`src/rtl/led_cube_uart_tx.sv`:
```
// led_cube_uart_tx: byte FIFO that drains into a UART over Avalon-MM, polling TRDY before each write (define LED_CUBE_UART_TX_TMT_CHECK_EN to also require TMT)
module led_cube_uart_tx #(
  parameter int FIFO_DEPTH = 8,
  parameter logic [4:0] STATUS_ADDR = 5'h08,
  parameter logic [4:0] TXDATA_ADDR = 5'h04
) (
  input  logic        clock_sink_clk,
  input  logic        reset_sink_reset,
  input  logic [7:0]  tx_data,
  input  logic        tx_valid,
  output logic        tx_ready,
  output logic [4:0]  avalon_master_address,
  output logic        avalon_master_read,
  input  logic [15:0] avalon_master_readdata,
  input  logic        avalon_master_readdatavalid,
  input  logic        avalon_master_waitrequest,
  output logic        avalon_master_write,
  output logic [15:0] avalon_master_writedata,
  output logic [6:0]  fifo_count,
  output logic        busy,
  output logic [7:0]  sent_count
);
  localparam int AW = $clog2(FIFO_DEPTH);
  typedef enum logic [1:0] {IDLE, POLL_REQ, POLL_WAIT, WRITE} state_t;
  state_t        state_q;
  logic [7:0]    mem_q [FIFO_DEPTH];
  logic [AW-1:0] wr_ptr_q, rd_ptr_q;
  logic [6:0]    count_q;
  logic [7:0]    sent_q;
  logic          read_q, write_q;
  logic [4:0]    addr_q;
  logic [15:0]   wdata_q;
  logic          push, pop, uart_ready;
  logic          unused_rd;
`ifdef LED_CUBE_UART_TX_TMT_CHECK_EN
  assign uart_ready = avalon_master_readdata[6] & avalon_master_readdata[5];
`else
  assign uart_ready = avalon_master_readdata[6];
`endif
  assign unused_rd = ^avalon_master_readdata;
  assign tx_ready = count_q != 7'(FIFO_DEPTH);
  assign push = tx_valid & tx_ready;
  assign pop = (state_q == WRITE) & ~avalon_master_waitrequest;
  assign fifo_count = count_q;
  assign busy = state_q != IDLE;
  assign sent_count = sent_q;
  assign avalon_master_address = addr_q;
  assign avalon_master_read = read_q;
  assign avalon_master_write = write_q;
  assign avalon_master_writedata = wdata_q;
  // storage is not reset; emptiness is carried by the count
  always_ff @(posedge clock_sink_clk)
    if (push) mem_q[wr_ptr_q] <= tx_data;
  // pointers wrap naturally since depth is a power of two
  always_ff @(posedge clock_sink_clk or posedge reset_sink_reset)
    if (reset_sink_reset) begin
      wr_ptr_q <= '0;
      rd_ptr_q <= '0;
      count_q <= '0;
    end else begin
      if (push) wr_ptr_q <= wr_ptr_q + AW'(1);
      if (pop) rd_ptr_q <= rd_ptr_q + AW'(1);
      count_q <= count_q + 7'(push) - 7'(pop);
    end
  // bus sequencer: poll status until ready, then write the FIFO head; outputs registered with the state
  always_ff @(posedge clock_sink_clk or posedge reset_sink_reset)
    if (reset_sink_reset) begin
      state_q <= IDLE;
      read_q <= 1'b0;
      write_q <= 1'b0;
      addr_q <= STATUS_ADDR;
      wdata_q <= '0;
      sent_q <= '0;
    end else
      case (state_q)
        IDLE:
          if (count_q != '0) begin
            state_q <= POLL_REQ;
            read_q <= 1'b1;
          end
        POLL_REQ:
          if (!avalon_master_waitrequest) begin
            state_q <= POLL_WAIT;
            read_q <= 1'b0;
          end
        POLL_WAIT:
          if (avalon_master_readdatavalid && uart_ready) begin
            state_q <= WRITE;
            write_q <= 1'b1;
            addr_q <= TXDATA_ADDR;
            wdata_q <= {8'h00, mem_q[rd_ptr_q]};
          end else if (avalon_master_readdatavalid) begin
            state_q <= POLL_REQ;
            read_q <= 1'b1;
          end
        WRITE:
          if (!avalon_master_waitrequest) begin
            state_q <= IDLE;
            write_q <= 1'b0;
            addr_q <= STATUS_ADDR;
            wdata_q <= '0;
            sent_q <= sent_q + 8'd1;
          end
      endcase
endmodule

```
`config.mk`:
```
export PLATFORM = sky130hd
export DESIGN_NAME = led_cube_uart_tx
export DESIGN_NICKNAME = d
export VERILOG_FILES = /design/src/rtl/led_cube_uart_tx.sv
export SDC_FILE = /design/constraint.sdc
export NUM_CORES = 1
export LEC_CHECK = 0
export CAP_MARGIN = 20
export CORE_MARGIN = 1
export CORE_UTILIZATION = 57
export DETAILED_ROUTE_END_ITERATION = 16
export GPL_ROUTABILITY_DRIVEN = 0
export PLACE_DENSITY = 0.81
export SLEW_MARGIN = 20
export SYNTH_ARGS = -nofsm -noshare
export SYNTH_HDL_FRONTEND = slang
export SYNTH_SLANG_ARGS = --single-unit
export TNS_END_PERCENT = 100
```
`constraint.sdc`:
```
create_clock -name clock_sink_clk -period 4.3 [get_ports clock_sink_clk]
set_input_delay 0.86 -clock clock_sink_clk [delete_from_list [all_inputs] [get_ports clock_sink_clk]]
set_output_delay 0.86 -clock clock_sink_clk [all_outputs]
set_load 0.02 [all_outputs]
```
==> impl_metrics.py, run 1 <==
metrics = {
    "timing": {
        "max_freq_mhz": 300,
        "setup_ws_ps": 969,
        "hold_violations": 0,
        "slew_viol_final": 0,
        "relSlewSlack": 0.404,
        "setup_viol": 0,
        "finalCriticalPeriod_ps": 3330,
        "fin_tns_setup_ps": 0,
        "rsz0062_at_grt": "no",
        "worst_pin_slew_ps": 890,
        "skew_ps": 13.9,
        "period_share": 0.775,
    },
    "routing": {
        "postRouteAntennaNets": 0,
        "wl_mm": 7.34,
        "remaining_drc_errors": 0,
        "num_vias": 2365,
        "drt_iter0_drc": 161,
        "vias_per_cell": 5.38,
        "drtPass1Iterations": 4,
        "wl_per_cell_um": 16.7,
    },
    "clock_tree": {
        "holdBufCountCts": 0,
        "cts-buffers-inserted": 9,
        "clock-sinks": 98,
        "clockBufferDepth": 2,
        "cts_resized": 0,
        "ctsHtreeMaxLevel": 3,
        "clock-root-buffer": "clkbuf_8",
        "cts_tree": "done",
        "insertion_delay_ps": 360,
        "cts_setup_buffers": 0,
        "path_clk_slew_ps": 100,
    },
    "logic_synthesis": {
        "synth_largest_area_cell": "edfxtp_1",
        "ys_warn_count": 0,
        "synth_top_area_share": 0.449,
        "syn_inst": 289,
        "avgSynthCellArea_um2": 14.8,
        "synthDistinctLibCells": 47,
        "netlist_top_cells_area": "edfxtp_1 45%, dfrtp_1 19%, ha_1 3.8%",
        "syn-cell-area_mm2": 0.00428,
        "ys_ff_latch": 98,
        "yosysSeqAreaShare": 0.649,
    },
    "layout": {
        "drive_above_1_share": 0.117,
        "fin_nets": 379,
        "fill_cells": 499,
        "regArea_mm2": 0.00277,
        "layout_commonest_cell": "edfxtp_1",
        "final_area_mm2": 0.00492,
        "mostFrequentLayoutCells": "64 x edfxtp_1, 42 x clkdlybuf4s50_1, 33 x dfrtp_1",
        "finalNonFillerCells": 440,
        "num_antenna_cells": 0,
        "synthToLayoutAreaGrowth_pct": 15.1,
        "multiInputGateArea_mm2": 0.00133,
    },
    "placed_design": {
        "postPlaceCellArea_mm2": 0.00473,
        "post-place-ws_ps": 570,
        "port_buffers": 42,
        "placed_cells": 424,
        "place_hpwl_mm": 5.00,
    },
    "setup_path": {
        "cp_slowest_cell": "clkdlybuf4s50_1",
        "rr_startpoint": "fifo_count[4]",
        "r2r_end": "fifo_count[6]",
        "crit_start": "avalon_master_waitrequest",
        "crit_type": "in2reg",
        "cp_cell_sequence": "clkdlybuf4s50_1 > nand3b_2 > inv_1 > ha_1 > inv_1 > ha_1 > inv_1 > fa_1 > nor2b_1 > o221ai_1 > nor4b_1 > a311oi_1",
        "rr_worst_depth": 14,
        "cp.required_ps": 4560,
        "max_stage_delay_ps": 470,
        "path_max_fanout": 8,
        "r2r_slack_ps": 1130,
        "setup.worst_path.end_class": "register",
        "cpMostUsedCell": "inv_1",
        "cp-start-kind": "input port",
        "arrival_ps": 3590,
    },
    "global_route": {
        "grt_pass1_wl_mm": 11.5,
        "grtUsageTotal": 0.207,
        "grt.overflow.total": 0,
        "grt_antenna_before_repair": 0,
        "grt_max_degree": 35,
        "grt_pass1_vias": 2341,
    },
    "power_and_ir_drop": {
        "p_leak_nw": 1.89,
        "powerDensity_mw_per_mm2": 672,
        "vdd_drop_max_mv": 0.476,
    },
    "floorplan": {
        "die_w_um": 88.6,
        "ios": 69,
        "die_h_um": 88.6,
        "die-area_mm2": 0.00785,
        "rows": 31,
        "initial_core_util": 0.590,
        "design.core.area_mm2": 0.00725,
    },
    "worst_hold_path": {
        "min_from": "sent_count[7]",
        "hold_class": "reg2reg",
        "hold_depth": 1,
        "min_to": "sent_count[7]",
    },
    "run_status": {
        "outcome": "finished clean",
    },
    "flow_run": {
        "maxCapViolations": 0,
    },
}
## per-layer routing
layer | part of all wire | routed length (µm) | global-route usage
met5 | 0 | 0 | 0
met4 | 0.012 | 91 | 0.0909
met3 | 0.055 | 406 | 0.0522
met2 | 0.51 | 3750 | 0.344
met1 | 0.42 | 3090 | 0.259
## kinds of logic after synthesis
family          share of synthesized area
compound gates                     0.0512
xor+xnor                           0.0328
fa+ha+maj                          0.0427
buf+inv                            0.0497
flops                               0.649
mux                                0.0916
other cells                      0.000877
simple gates                       0.0825
## flip-flops by register name, indices dropped and copies added, names as in the netlist
| name | count |
|---|---|
| avalon_master_read | 1 |
| rd_ptr_q | 3 |
| wr_ptr_q | 3 |
| mem_q | 64 |
| avalon_master_writedata | 8 |
| avalon_master_address | 2 |
| sent_count | 8 |
| state_q | 2 |
| fifo_count | 7 |
## power breakdown
part	total, mW	internal (mW)	leakage, nW	switching, mW
Clock	0.563	0.253	0.0975	0.310
Sequential	1.47	1.25	1.01	0.216
Combinational	1.28	0.633	0.791	0.643
Total	3.30	2.14	1.89	1.17
## final cells by class
type	count	area share
Clock buffer	12	0.0318
Clock inverter	4	0.00661
Inverter	15	0.0114
Multi-Input combinational cell	166	0.270
Sequential cell	98	0.564
Tap cell	99	0.0252
Timing Repair Buffer	46	0.0915
## how the worst max path moves through the flow
stage | endpoint | slack (ps) | cells past startpoint
after global routing | fifo_count[6] | 730 | 12
after detailed placement | fifo_count[6] | 570 | 12
after CTS | fifo_count[6] | 960 | 12
after global placement | fifo_count[6] | 620 | 12
after floorplan | fifo_count[6] | 1300 | 14
final | fifo_count[6] | 970 | 12
## critical path: cells and delay by family
family / cells / cell delay, ps
adder cells (fa/ha/maj): 3 / 810
buffers and inverters: 4 / 810
AND/OR/NAND/NOR: 3 / 680
AO/OA/AOI/OAI: 2 / 420
## synthesized netlist by cell type (all sizes together)
cell type / n
fa: 1
mux4: 10
a21boi: 2
and3: 1
clkbuf: 1
a21o: 1
o21a: 1
nand2: 26
edfxtp: 64
inv: 15
a311o: 1
nand3b: 2
a211oi: 2
nor2: 10
nor3: 2
nor2b: 11
ha: 13
o21ai: 8
or2: 3
dfstp: 1
nand3: 5
a311oi: 1
conb: 1
xor2: 4
buf: 19
mux2: 11
o22ai: 5
nand2b: 6
dfrtp: 33
o221ai: 1
xnor2: 12
nor4b: 2
a21oi: 5
o41ai: 1
and3b: 1
o31ai: 5
mux2i: 2
## stage by stage
| stage | total power [mW] | hold WS, ps | utilization |
|---|---|---|---|
| finish | 3.30 | 471 | 0.678 |
| global route | 3.49 | 494 | 0.678 |
| CTS | 3.33 | 479 | 0.678 |
| detailed placement | 2.77 | 466 | 0.652 |
| global placement | 2.71 | 459 | 0.652 |
| floorplan | 2.36 | 480 | - |
No activity file was read; power rests on OpenSTA's default activity.
==> run 2: changes to the inputs <==
Settings changed: CORE_UTILIZATION 57 to 48, PLACE_DENSITY 0.81 to 0.73.
Clock period 4.3 ns to 3 ns, I/O delays scaled along.
==> run 2 against run 1 <==
Effect of this change: the flow now finishes with violations (DRC); setup slack lost 740 ps; design area grew 2.7%; non-clock buffer count grew 14; count of clock-buffer cells in the layout grew 2; core utilization shrank 9.6 points; clock skew shrank 3.3 ps; total power grew 46%; via count grew 2.2%; first-iteration DRC count shrank 33%; register-to-register slack lost 900 ps; global-route usage shrank 2.5 points; flip-flop and latch count is the same; critical path type is now reg2reg; largest cell class unchanged.
==> impl_metrics.py, run 2 (synthesis results as in run 1) <==
metrics = {
    "floorplan": {
        "die_h_um": 96.4,
        "die-area_mm2": 0.00929,
        "ios": 69,
        "die_w_um": 96.4,
        "rows": 34,
        "design.core.area_mm2": 0.00868,
        "initial_core_util": 0.493,
    },
    "clock_tree": {
        "clockBufferDepth": 2,
        "clock-root-buffer": "clkbuf_8",
        "clock-sinks": 98,
        "ctsHtreeMaxLevel": 3,
        "cts_tree": "done",
        "path_clk_slew_ps": 80,
        "insertion_delay_ps": 350,
        "cts-buffers-inserted": 9,
    },
    "global_route": {
        "grt_max_degree": 35,
        "grt_pass1_vias": 2392,
        "grt.overflow.total": 0,
        "grt_pass1_wl_mm": 11.9,
        "grtUsageTotal": 0.182,
        "grt_antenna_before_repair": 0,
    },
    "setup_path": {
        "cpMostUsedCell": "inv_1",
        "cp_slowest_cell": "fa_1",
        "arrival_ps": 3030,
        "path_delay_family": "adder cells",
        "cp-start-kind": "register",
        "setup.worst_path.end_class": "register",
        "path_max_fanout": 3,
        "cp_cell_sequence": "inv_1 > ha_1 > nor4b_4 > a21boi_2 > inv_1 > ha_1 > inv_1 > ha_1 > inv_1 > fa_1 > nor2b_2 > o221ai_2 > nor4b_1 > a311oi_1",
        "r2r_slack_ps": 230,
        "rr_startpoint": "fifo_count[4]",
        "crit_type": "reg2reg",
        "r2r_end": "fifo_count[6]",
        "path_buf_inv": 4,
        "max_stage_delay_ps": 390,
        "cp.required_ps": 3260,
        "rr_worst_depth": 14,
    },
    "timing": {
        "period_share": 0.925,
        "setup_ws_ps": 225,
        "max_freq_mhz": 360,
        "skew_ps": 10.5,
        "relSlewSlack": 0.463,
        "finalCriticalPeriod_ps": 2770,
        "setup_viol": 0,
        "slew_viol_final": 0,
        "fin_tns_setup_ps": 0,
        "worst_pin_slew_ps": 805,
        "hold_violations": 0,
    },
    "routing": {
        "wl_mm": 7.57,
        "postRouteAntennaNets": 0,
        "wl_per_cell_um": 16.3,
        "remaining_drc_errors": 2,
        "drt_iter0_drc": 108,
        "vias_per_cell": 5.22,
        "num_vias": 2417,
        "drtPass1Iterations": 10,
    },
    "layout": {
        "multiInputGateArea_mm2": 0.00135,
        "fin_nets": 393,
        "num_antenna_cells": 0,
        "drive_above_1_share": 0.158,
        "regMostFlops": "mem_q",
        "layout_commonest_cell": "edfxtp_1",
        "final_area_mm2": 0.00506,
        "largest_reg_flops": 64,
        "regArea_mm2": 0.00277,
        "fill_cells": 668,
        "synthToLayoutAreaGrowth_pct": 18.2,
        "mostFrequentLayoutCells": "64 x edfxtp_1, 42 x clkdlybuf4s50_1, 33 x dfrtp_1",
    },
    "worst_hold_path": {
        "min_to": "sent_count[7]",
        "min_from": "sent_count[7]",
        "hold_depth": 1,
        "hold_class": "reg2reg",
    },
    "flow_run": {
        "maxCapViolations": 0,
    },
    "placed_design": {
        "postPlaceCellArea_mm2": 0.00485,
        "port_buffers": 42,
        "place_hpwl_mm": 5.00,
        "post-place-ws_ps": -133,
    },
    "run_status": {
        "outcome": "finished, violations left",
        "violations": "DRC",
    },
    "power_and_ir_drop": {
        "vdd_drop_max_mv": 0.635,
        "p_leak_nw": 1.97,
        "p_total_mw": 4.82,
        "powerDensity_mw_per_mm2": 953,
    },
}
-- run 2: cell count changes in the layout (fill, tap and decap cells not counted), sizes merged --
cell | before | now
inv | 19 | 15
clkinvlp | 0 | 1
clkbuf | 12 | 14
buf | 4 | 18
clkinv | 0 | 1
-- run 2: final cells by class --
type,count,share of cell area
tap,108,0.0267
clock buffer,14,0.0344
clock inverter,2,0.00247
timing repair buffer,60,0.110
sequential,98,0.549
inverter,15,0.0111
multi-input combinational,166,0.267
-- run 2: power breakdown --
| group | switching, mW | internal, mW | leakage (nW) | total (mW) |
|---|---|---|---|---|
| registers | 0.318 | 1.79 | 1.01 | 2.11 |
| clock network | 0.414 | 0.375 | 0.0918 | 0.789 |
| logic | 0.943 | 0.981 | 0.868 | 1.92 |
-- run 2: worst max-delay path by stage --
stage,startpoint,end,slack (ps),cells past startpoint
2_1_floorplan,fifo_count[4],fifo_count[6],4,14
3_3_place_gp,tx_valid,fifo_count[6],-80,12
3_5_place_dp,tx_valid,fifo_count[6],-130,12
4_1_cts,fifo_count[4],fifo_count[6],120,14
5_1_grt,fifo_count[4],fifo_count[6],-20,14
6_report,fifo_count[4],fifo_count[6],230,14
-- run 2: repair_timing --
item                       in CTS  in global routing
setup endpoints to repair       0                  1
buffers inserted                0                  0
gates resized for setup         0                  4
hold buffers                    0                  0
hold endpoints to repair        0                  0
-- run 2: metrics by stage --
stage	hold slack, ps	utilization	instances
2_1_floorplan	480	-	299
3_3_place_gp	460	0.559	447
3_5_place_dp	461	0.559	447
4_1_cts	479	0.580	463
5_1_grt	504	0.583	463
6_report	478	0.583	463
-- run 2: routing by layer --
| metal | vias to the layer above | GRT usage | part of all wire |
|---|---|---|---|
| li1 | 1143 | - | - |
| met1 | 1200 | 0.236 | 0.45 |
| met2 | 62 | 0.300 | 0.50 |
| met3 | 12 | 0.0329 | 0.029 |
| met4 | 0 | 0.0833 | 0.018 |
| met5 | - | 0 | 0 |
==> run 3: changes to the inputs <==
Settings changed: SKIP_CTS_REPAIR_TIMING set to 1.
==> results of run 3 <==
The final DEF is identical to that of run 2; final timing and power are the same.
